## src/rtl/dsp_pkg.sv

```systemverilog
// Shared DSP definitions: sample/gain widths, limiter state encoding and
// the 16-bit saturation helper used across the audio chain.
package dsp_pkg;

  localparam int SAMPLE_W = 16;
  localparam int GAIN_W   = 9;

  localparam logic [GAIN_W-1:0] GAIN_UNITY = 9'd256;

  localparam logic [1:0] LIM_IDLE    = 2'd0;
  localparam logic [1:0] LIM_ATTACK  = 2'd1;
  localparam logic [1:0] LIM_HOLD    = 2'd2;
  localparam logic [1:0] LIM_RELEASE = 2'd3;

  typedef enum logic [1:0] {
    ST_IDLE    = LIM_IDLE,
    ST_ATTACK  = LIM_ATTACK,
    ST_HOLD    = LIM_HOLD,
    ST_RELEASE = LIM_RELEASE
  } lim_state_e;

  function automatic logic signed [SAMPLE_W-1:0] sat16(input logic signed [31:0] v);
    logic signed [SAMPLE_W-1:0] r;
    if (v > 32'sd32767) begin
      r = 16'sh7FFF;
    end else if (v < -32'sd32768) begin
      r = 16'sh8000;
    end else begin
      r = v[SAMPLE_W-1:0];
    end
    return r;
  endfunction

endpackage

```

## src/rtl/limiter_gain_ctrl.sv

```systemverilog
// Gain control for the peak limiter: level detect, attack/hold/release FSM,
// hold counter and Q8 gain register. Advances only on accepted samples.
module limiter_gain_ctrl
  import dsp_pkg::*;
#(
  parameter logic signed [SAMPLE_W-1:0] THRESHOLD    = 16'sd16000,
  parameter logic [GAIN_W-1:0]          ATTACK_STEP  = 9'd16,
  parameter logic [GAIN_W-1:0]          RELEASE_STEP = 9'd2,
  parameter logic [7:0]                 HOLD_SAMPLES = 8'd64,
  parameter logic [GAIN_W-1:0]          MIN_GAIN     = 9'd64
) (
  input  logic                       clk,
  input  logic                       rst,
  input  logic                       enable,
  input  logic                       in_valid,
  input  logic signed [SAMPLE_W-1:0] in_sample,
  output logic [GAIN_W-1:0]          gain,
  output logic                       limiting
);

  lim_state_e                 state_r, state_nxt_s;
  logic [GAIN_W-1:0]          gain_r, gain_nxt_s, atk_gain_s, rel_gain_s;
  logic [7:0]                 hold_cnt_r, hold_cnt_nxt_s;
  logic                       limiting_r;
  logic signed [SAMPLE_W-1:0] abs_s;
  logic                       over_s;

  // Magnitude detect; the most negative code folds to full scale.
  always_comb begin
    abs_s = in_sample;
    if (in_sample == 16'sh8000) begin
      abs_s = 16'sh7FFF;
    end else if (in_sample < 16'sd0) begin
      abs_s = -in_sample;
    end else begin
      abs_s = in_sample;
    end
    over_s = (abs_s > THRESHOLD);
  end

  // Clamped attack and release gain candidates.
  always_comb begin
    atk_gain_s = gain_r;
    rel_gain_s = gain_r;
    if (gain_r <= (MIN_GAIN + ATTACK_STEP)) begin
      atk_gain_s = MIN_GAIN;
    end else begin
      atk_gain_s = gain_r - ATTACK_STEP;
    end
    if (gain_r >= (GAIN_UNITY - RELEASE_STEP)) begin
      rel_gain_s = GAIN_UNITY;
    end else begin
      rel_gain_s = gain_r + RELEASE_STEP;
    end
  end

  // Next-state, gain and hold counter evaluation per accepted sample.
  always_comb begin
    state_nxt_s    = state_r;
    gain_nxt_s     = gain_r;
    hold_cnt_nxt_s = hold_cnt_r;
    if (!in_valid) begin
      state_nxt_s    = state_r;
    end else if (!enable) begin
      state_nxt_s    = ST_IDLE;
      gain_nxt_s     = GAIN_UNITY;
      hold_cnt_nxt_s = 8'd0;
    end else if (over_s) begin
      state_nxt_s    = ST_ATTACK;
      gain_nxt_s     = atk_gain_s;
      hold_cnt_nxt_s = HOLD_SAMPLES;
    end else begin
      case (state_r)
        ST_ATTACK, ST_HOLD: begin
          if (hold_cnt_r != 8'd0) begin
            state_nxt_s    = ST_HOLD;
            hold_cnt_nxt_s = hold_cnt_r - 8'd1;
          end else begin
            gain_nxt_s  = rel_gain_s;
            state_nxt_s = (rel_gain_s == GAIN_UNITY) ? ST_IDLE : ST_RELEASE;
          end
        end
        ST_RELEASE, ST_IDLE: begin
          // In IDLE the gain is already unity, so the release clamp keeps it there.
          gain_nxt_s  = rel_gain_s;
          state_nxt_s = (rel_gain_s == GAIN_UNITY) ? ST_IDLE : ST_RELEASE;
        end
        default: begin
          state_nxt_s    = ST_IDLE;
          gain_nxt_s     = GAIN_UNITY;
          hold_cnt_nxt_s = 8'd0;
        end
      endcase
    end
  end

  // State, gain and hold counter registers.
  always_ff @(posedge clk or posedge rst) begin
    if (rst) begin
      state_r    <= ST_IDLE;
      gain_r     <= GAIN_UNITY;
      hold_cnt_r <= 8'd0;
      limiting_r <= 1'b0;
    end else begin
      state_r    <= state_nxt_s;
      gain_r     <= gain_nxt_s;
      hold_cnt_r <= hold_cnt_nxt_s;
      limiting_r <= (state_nxt_s != ST_IDLE);
    end
  end

  assign gain     = gain_r;
  assign limiting = limiting_r;

endmodule

```

## src/rtl/peak_limiter.sv

```systemverilog
// Feed-forward peak limiter: gain control plus a 2-stage
// multiply / round / saturate pipeline with bypass.
module peak_limiter
  import dsp_pkg::*;
#(
  parameter logic signed [SAMPLE_W-1:0] THRESHOLD    = 16'sd16000,
  parameter logic [GAIN_W-1:0]          ATTACK_STEP  = 9'd16,
  parameter logic [GAIN_W-1:0]          RELEASE_STEP = 9'd2,
  parameter logic [7:0]                 HOLD_SAMPLES = 8'd64,
  parameter logic [GAIN_W-1:0]          MIN_GAIN     = 9'd64
) (
  input  logic                       clk,
  input  logic                       rst,
  input  logic                       enable,
  input  logic                       in_valid,
  input  logic signed [SAMPLE_W-1:0] in_sample,
  output logic                       out_valid,
  output logic signed [SAMPLE_W-1:0] out_sample,
  output logic [GAIN_W-1:0]          gain_out,
  output logic                       limiting
);

  logic [GAIN_W-1:0]          gain_s;
  logic                       limiting_s;
  logic                       s1_valid_r;
  logic signed [SAMPLE_W-1:0] s1_sample_r;
  logic [GAIN_W-1:0]          s1_gain_r;
  logic signed [25:0]         product_s, rounded_s;
  logic signed [SAMPLE_W-1:0] sat_s;
  logic                       out_valid_r;
  logic signed [SAMPLE_W-1:0] out_sample_r;

  limiter_gain_ctrl #(
    .THRESHOLD    (THRESHOLD),
    .ATTACK_STEP  (ATTACK_STEP),
    .RELEASE_STEP (RELEASE_STEP),
    .HOLD_SAMPLES (HOLD_SAMPLES),
    .MIN_GAIN     (MIN_GAIN)
  ) u_ctrl (
    .clk       (clk),
    .rst       (rst),
    .enable    (enable),
    .in_valid  (in_valid),
    .in_sample (in_sample),
    .gain      (gain_s),
    .limiting  (limiting_s)
  );

  // Stage 1: capture sample with its pre-update gain (unity in bypass).
  always_ff @(posedge clk or posedge rst) begin
    if (rst) begin
      s1_valid_r  <= 1'b0;
      s1_sample_r <= 16'sd0;
      s1_gain_r   <= GAIN_UNITY;
    end else begin
      s1_valid_r <= in_valid;
      if (in_valid) begin
        s1_sample_r <= in_sample;
        s1_gain_r   <= enable ? gain_s : GAIN_UNITY;
      end
    end
  end

  // Q8 multiply, round half up, saturate.
  always_comb begin
    product_s = 26'(s1_sample_r) * 26'($signed({1'b0, s1_gain_r}));
    rounded_s = (product_s + 26'sd128) >>> 8;
    sat_s     = sat16(32'(rounded_s));
  end

  // Stage 2: registered output.
  always_ff @(posedge clk or posedge rst) begin
    if (rst) begin
      out_valid_r  <= 1'b0;
      out_sample_r <= 16'sd0;
    end else begin
      out_valid_r <= s1_valid_r;
      if (s1_valid_r) begin
        out_sample_r <= sat_s;
      end
    end
  end

  assign out_valid  = out_valid_r;
  assign out_sample = out_sample_r;
  assign gain_out   = gain_s;
  assign limiting   = limiting_s;

endmodule

```

## config.mk

```make
export PLATFORM = sky130hd
export DESIGN_NAME = peak_limiter
export DESIGN_NICKNAME = d
export VERILOG_FILES = /design/src/rtl/dsp_pkg.sv /design/src/rtl/limiter_gain_ctrl.sv /design/src/rtl/peak_limiter.sv
export SDC_FILE = /design/constraint.sdc
export NUM_CORES = 1
export LEC_CHECK = 0
export ABC_CLOCK_PERIOD_IN_PS = 7250
export BUFFER_PORTS_ARGS = -buffer_cell sky130_fd_sc_hd__buf_2
export CORE_MARGIN = 10
export CORE_UTILIZATION = 50
export DETAILED_ROUTE_END_ITERATION = 16
export PLACE_DENSITY = 0.67
export SLEW_MARGIN = 10
export SYNTH_ARGS = -nofsm -noshare
export SYNTH_HDL_FRONTEND = slang
export SYNTH_SLANG_ARGS = --single-unit
```

## constraint.sdc

```tcl
create_clock -name clk -period 7.25 [get_ports clk]
set_input_delay 1.45 -clock clk [delete_from_list [all_inputs] [get_ports clk]]
set_output_delay 1.45 -clock clk [all_outputs]
set_load 0.01 [all_outputs]
```

After elaboration in Yosys (flattened, before gate mapping)
Cells that the tools add are included.
Widths: inputs -> output; s select.

storage, ports and cells
  register bits = 63
  word-level logic and storage cells = 57
  output and inout bits = 27

operators by class
  reduce and logical (&&, ||, !) cells = 7
  add/sub/neg operators = 5
  equal/unequal tests = 8
  mux-type cells = 21
  multiply operators = 1
  order comparisons = 6

operators with widths
  kind                   number
  $mux 16                4
  $mux 9                 6
  $mux 8                 4
  $add 26x9->26 const B  1
  $mul 16x10->26         1
  $gt 18x16->1 const B   1
  $lt 18x16->1 const B   1
  $pmux 9 s2             1
  $eq 16x16->1 const B   1
  $gt 16x15->1 const B   1
  $lt 16x1->1 const B    1
  $neg 16->16            1
  $mux 2                 5
  $add 9x2->9 const B    1
  $eq 9x9->1 const B     1
  $ge 9x8->1 const B     1
  $le 9x7->1 const B     1
  $sub 9x5->9 const B    1
  $reduce_bool 8->1      1
  $sub 8x1->8 const B    1
  $ne 3x1->1 const B     2
  $eq 2x2->1 const B     2
  $ne 4x3->1 const B     1
  $pmux 2 s2             1
  6 further kinds        7

Depth between registers and ports, before layout
  depth in word-level cells = 10
  gate-level depth with buffers = 24
  depth with buffers taken out = 20

Modules after synthesis
Synthesis repeated with hierarchy kept, for this count alone.

unflattened totals
  cells, all modules = 1026
  area, all modules = 9255.1 µm²

by module, submodules not included
  module             cells an instance  seq. area each (µm²)  instances  area each (µm²)
  peak_limiter       809                1077.3                1          7383.3
  limiter_gain_ctrl  217                501.7                 1          1871.8

Least setup slack after synthesis
OpenSTA, ideal clock, no wires.

  path type = register to register
  start point = register s1_gain_r[3]
  end point = register out_sample_r[3], in the netlist out_sample[3]
  arrival = 5.874 ns
  setup slack = 1.257 ns
  data required time = 7.131 ns
  stages on the path, launching flop included = 24
  cells stage by stage = dfrtp_1 clkbuf_1 clkbuf_1 nand2_1 fa_1 fa_1 fa_1 inv_1 fa_1 inv_1 fa_1 inv_1 ha_1 o211ai_1 o21ai_0 nand3b_1 a211o_1 a211oi_2 o31a_2 a2bb2o_1 clkbuf_1 buf_4 a31oi_1 nor2_1

between the ends
  cells in the longest elaborated chain, start to end = 5
  elaborated cells between the ends (all ways) = 6
  those cells by class = add/sub: 1; mul: 1; order compare: 2; mux: 2

ends and longest elaborated chain
  what                      RTL line            source
  start: declaration        peak_limiter.sv:27  logic [GAIN_W-1:0] s1_gain_r;
  start signal: assignment  peak_limiter.sv:59  s1_gain_r <= enable ? gain_s : GAIN_UNITY;
  $mul 16x10->26 *          peak_limiter.sv:66  product_s = 26'(s1_sample_r) * 26'($signed({1'b0, s1_gain_r}));
  $add 26x9->26 *           peak_limiter.sv:67  rounded_s = (product_s + 26'sd128) >>> 8;
  $lt 18x16->1              dsp_pkg.sv:26       end else if (v < -32'sd32768) begin
  $mux 16                   dsp_pkg.sv:26
  $mux 16 *                 dsp_pkg.sv:24       if (v > 32'sd32767) begin
  end signal: assignment    peak_limiter.sv:79  out_sample_r <= sat_s;
  end: declaration          peak_limiter.sv:31  logic signed [SAMPLE_W-1:0] out_sample_r;

Every way passes the cells marked *; elsewhere a longest branch is shown, timed or not.
A chain may end at the register's enable or synchronous reset.

Final worst setup path
  start point = register s1_gain_r[1]
  end point = register out_sample_r[6], in the netlist out_sample[6]

Same word-level chain as after synthesis.

==> flow_summary.ini <==
[critical_path]
regToRegEndpoint = out_sample[6]$_DFFE_PP0P_
cp_slowest_stage_delay_ns = 0.79
crit_type = reg2reg
r2r_slack_ns = 0.71
cpMostUsedCell = fa_1
required_ns = 7.53
worstRegToRegCells = 19
reg2reg_from = s1_gain_r[1]$_DFFE_PP0P_
crit_buf_inv = 3
start_kind = flip-flop
crit_arrival_ns = 6.82
critPathTopFamily = adder cells
crit_slowest_cell = o41ai_4
critPathMaxFanout = 17
cp_cell_sequence = nand2_1 -> inv_1 -> fa_1 -> fa_1 -> fa_1 -> fa_1 -> inv_1 -> fa_1 -> inv_1 -> ha_1 -> a21o_1 -> a311oi_1 -> o21ai_0 -> a21oi_1 -> a211oi_2 -> o31a_2 -> o41ai_4 -> a21oi_1 -> nor2_1
end_kind = flip-flop

[timing]
finalSetupTns_ns = 0
rsz0062_at_grt = false
maxSlewViolCount = 0
worst_pin_slew_ns = 1.07
clock_skew_ns = 0.00925
period_share_pct = 90.2
setup_viol_count_final = 0
finalWorstSetupSlack_ns = 0.707
hold_viol_final = 0
min_period_ns = 6.54
fmax_mhz = 153
slew_headroom_pct = 28.9
whs_ns = 0.480

[logic_synthesis]
muxShareOfSynthArea_pct = 2.14
synthAdderAreaFrac_pct = 38.6
syn_area_sq_um = 8890
seq_area_frac_synth_pct = 17.8
yosys_warnings = 0
synth_top_family_by_area = adder cells
ys.flop_type = dfrtp_1
yosys.area_share.xor_xnor_pct = 2.96
synth_compound_area_share_pct = 11.0
yosysMostFrequentCell = inv_1
ys_ff_latch = 63
ys_types = 74
yosys-top-cells-count = inv_1, fa_1, nand2_1
yosysTopAreaCellShare_pct = 27.5
async_reset_ff_share_pct = 100
synth_top_cell_by_area = fa_1
synth_area_leaders = fa_1, dfrtp_1, ha_1
synth_nets = 1211
yosys.area_share.simple_pct = 17.3
synth_cells = 990
synth.avg_cell_area_sq_um = 8.98
synth_edf_count = 0

[clocking]
cts_repair_resize_count = 0
cts_num_sinks = 63
worst_skew_pair.late_latency_ns = 0.35
holdBufCountCts = 0
cts_buffers = 9
root_buffer = clkbuf_16
clkTransAtPathRegs_ns = 0.06
cts_setup_buffers = 0
clock_path_buffers = 2
htree_levels = 3
cts_tree = yes

[drt]
wl_met1_um = 8480
wl_per_cell_um = 15.5
post-route-drc-count = 0
avgViaCountPerCell = 5.32
drtIter0Drc = 273
top_layer_used = met4
wl_met3_um = 535
wl_um = 19100
vias = 6561
dr.pass1.iters = 5
ant_nets = 0
dr_wl_met2_um = 9820

[grt]
grt_use_total_pct = 17.4
grt_pass1_wl_um = 34200
grt_pass1_vias = 6961
overflow = 0
grt_start_max_net_pins = 64
antenna_found_initial = 0

[cells_and_area]
multi_input_area_sq_um = 6390
regArea_sq_um = 1580
nNetsFinal = 1226
drive_above_1_share_pct = 10.0
fillCellCount = 1569
area_growth_pct = 7.43
n_antenna_cell = 0
final_util_pct = 55.0

[placed_design]
dp_hpwl_um = 14900
place_ws_ns = 0.740
gp_congestion = 0.870
port_buffers = 46

[floorplan]
initial_core_util_pct = 51.2
die_w_um = 153
die-area_sq_um = 23500
core_sq_um = 17400
die_y_um = 153
row_count = 48
pin_count = 47

[pwr]
p_total_w = 0.00208
powerDensity_nw_per_um2 = 218
leakagePower_nw = 4.83
irDropWorstVdd_uv = 132

[status]
outcome = complete, no violations

[worst_hold_path]
hold_end = u_ctrl.hold_cnt_r[0]$_DFFE_PP0P_
hp-start = u_ctrl.hold_cnt_r[0]$_DFFE_PP0P_
hp-class = reg2reg
whs_path_depth = 1

[flow_run]
drv_cap = 0
flip-flops by register name, indices dropped and copies added, names as in the netlist:
| name | flops |
|---|---|
| u_ctrl.gain | 9 |
| out_valid | 1 |
| s1_valid_r | 1 |
| u_ctrl.hold_cnt_r | 8 |
| s1_gain_r | 9 |
| u_ctrl.limiting | 1 |
| out_sample | 16 |
| s1_sample_r | 16 |
| u_ctrl.state_r | 2 |
placed cells by master (no fill, tap or decap), types with 7 or more instances in the layout:
cell type,instances
inv_1,192
mux2_2,16
nor3_1,10
and2_1,80
nor2b_1,7
dfrtp_1,61
ha_1,79
o21ai_0,28
xor2_1,11
fa_1,122
nor2_1,50
xnor2_1,19
buf_2,46
a21oi_1,38
clkbuf_16,9
nand3_1,21
nand2_1,92
a21o_1,11
how the worst max path moves through the flow:
| stage | startpoint | to | cells past startpoint |
|---|---|---|---|
| 4_1_cts | s1_gain_r[1]$_DFFE_PP0P_ | out_sample[6]$_DFFE_PP0P_ | 19 |
| 5_1_grt | s1_gain_r[1]$_DFFE_PP0P_ | out_sample[0]$_DFFE_PP0P_ | 19 |
| 2_1_floorplan | s1_gain_r[3]$_DFFE_PP0P_ | out_sample[3]$_DFFE_PP0P_ | 23 |
| 3_3_place_gp | s1_gain_r[1]$_DFFE_PP0P_ | out_sample[12]$_DFFE_PP0P_ | 19 |
| 3_5_place_dp | s1_gain_r[1]$_DFFE_PP0P_ | out_sample[6]$_DFFE_PP0P_ | 19 |
| 6_report | s1_gain_r[1]$_DFFE_PP0P_ | out_sample[6]$_DFFE_PP0P_ | 19 |
worst reg2reg max path, stage by stage (launching register included):
cell	delay, ns
dfrtp_1	0.70
nand2_1	0.19
inv_1	0.14
fa_1	0.58
fa_1	0.62
fa_1	0.44
fa_1	0.54
inv_1	0.05
fa_1	0.52
inv_1	0.04
ha_1	0.35
a21o_1	0.21
a311oi_1	0.24
o21ai_0	0.12
a21oi_1	0.21
a211oi_2	0.12
o31a_2	0.38
o41ai_4	0.79
a21oi_1	0.09
nor2_1	0.14
area by class of cell:
type	instances	area share [%]
Multi-Input combinational cell	688	67.0
Clock buffer	11	2.65
Timing Repair Buffer	50	2.73
Clock inverter	4	0.577
Sequential cell	63	16.5
Tap cell	225	2.95
Inverter	193	7.59
logic make-up after synthesis:
group | after synthesis
and+or+nand+nor | 302
buffers and inverters | 239
adders and majority gates | 201
AOI/OAI and AO/OA | 138
DFF | 63
xor gates and xnor gates | 30
muxes | 17
power by group:
| group | internal [W] | switching, W |
|---|---|---|
| sequential | 0.000422 | 0.0000826 |
| clock | 0.000284 | 0.000174 |
| combinational | 0.000465 | 0.000656 |
metrics by stage:
step                      cells  instance area (sq um)
after floorplan             990                   8890
after global placement     1219                   9240
after detailed placement   1219                   9240
after CTS                  1234                   9550
after global routing       1234                   9550
final                      1234                   9550
per-layer routing:
layer | vias to the layer above | global-route usage, %
met3 | 16 | 2.47
met1 | 3281 | 21.7
met2 | 76 | 30.4
li1 | 3188 | -
met4 | 0 | 4.63
met5 | - | 0
Note: power is estimated with default switching activity, not from simulation.
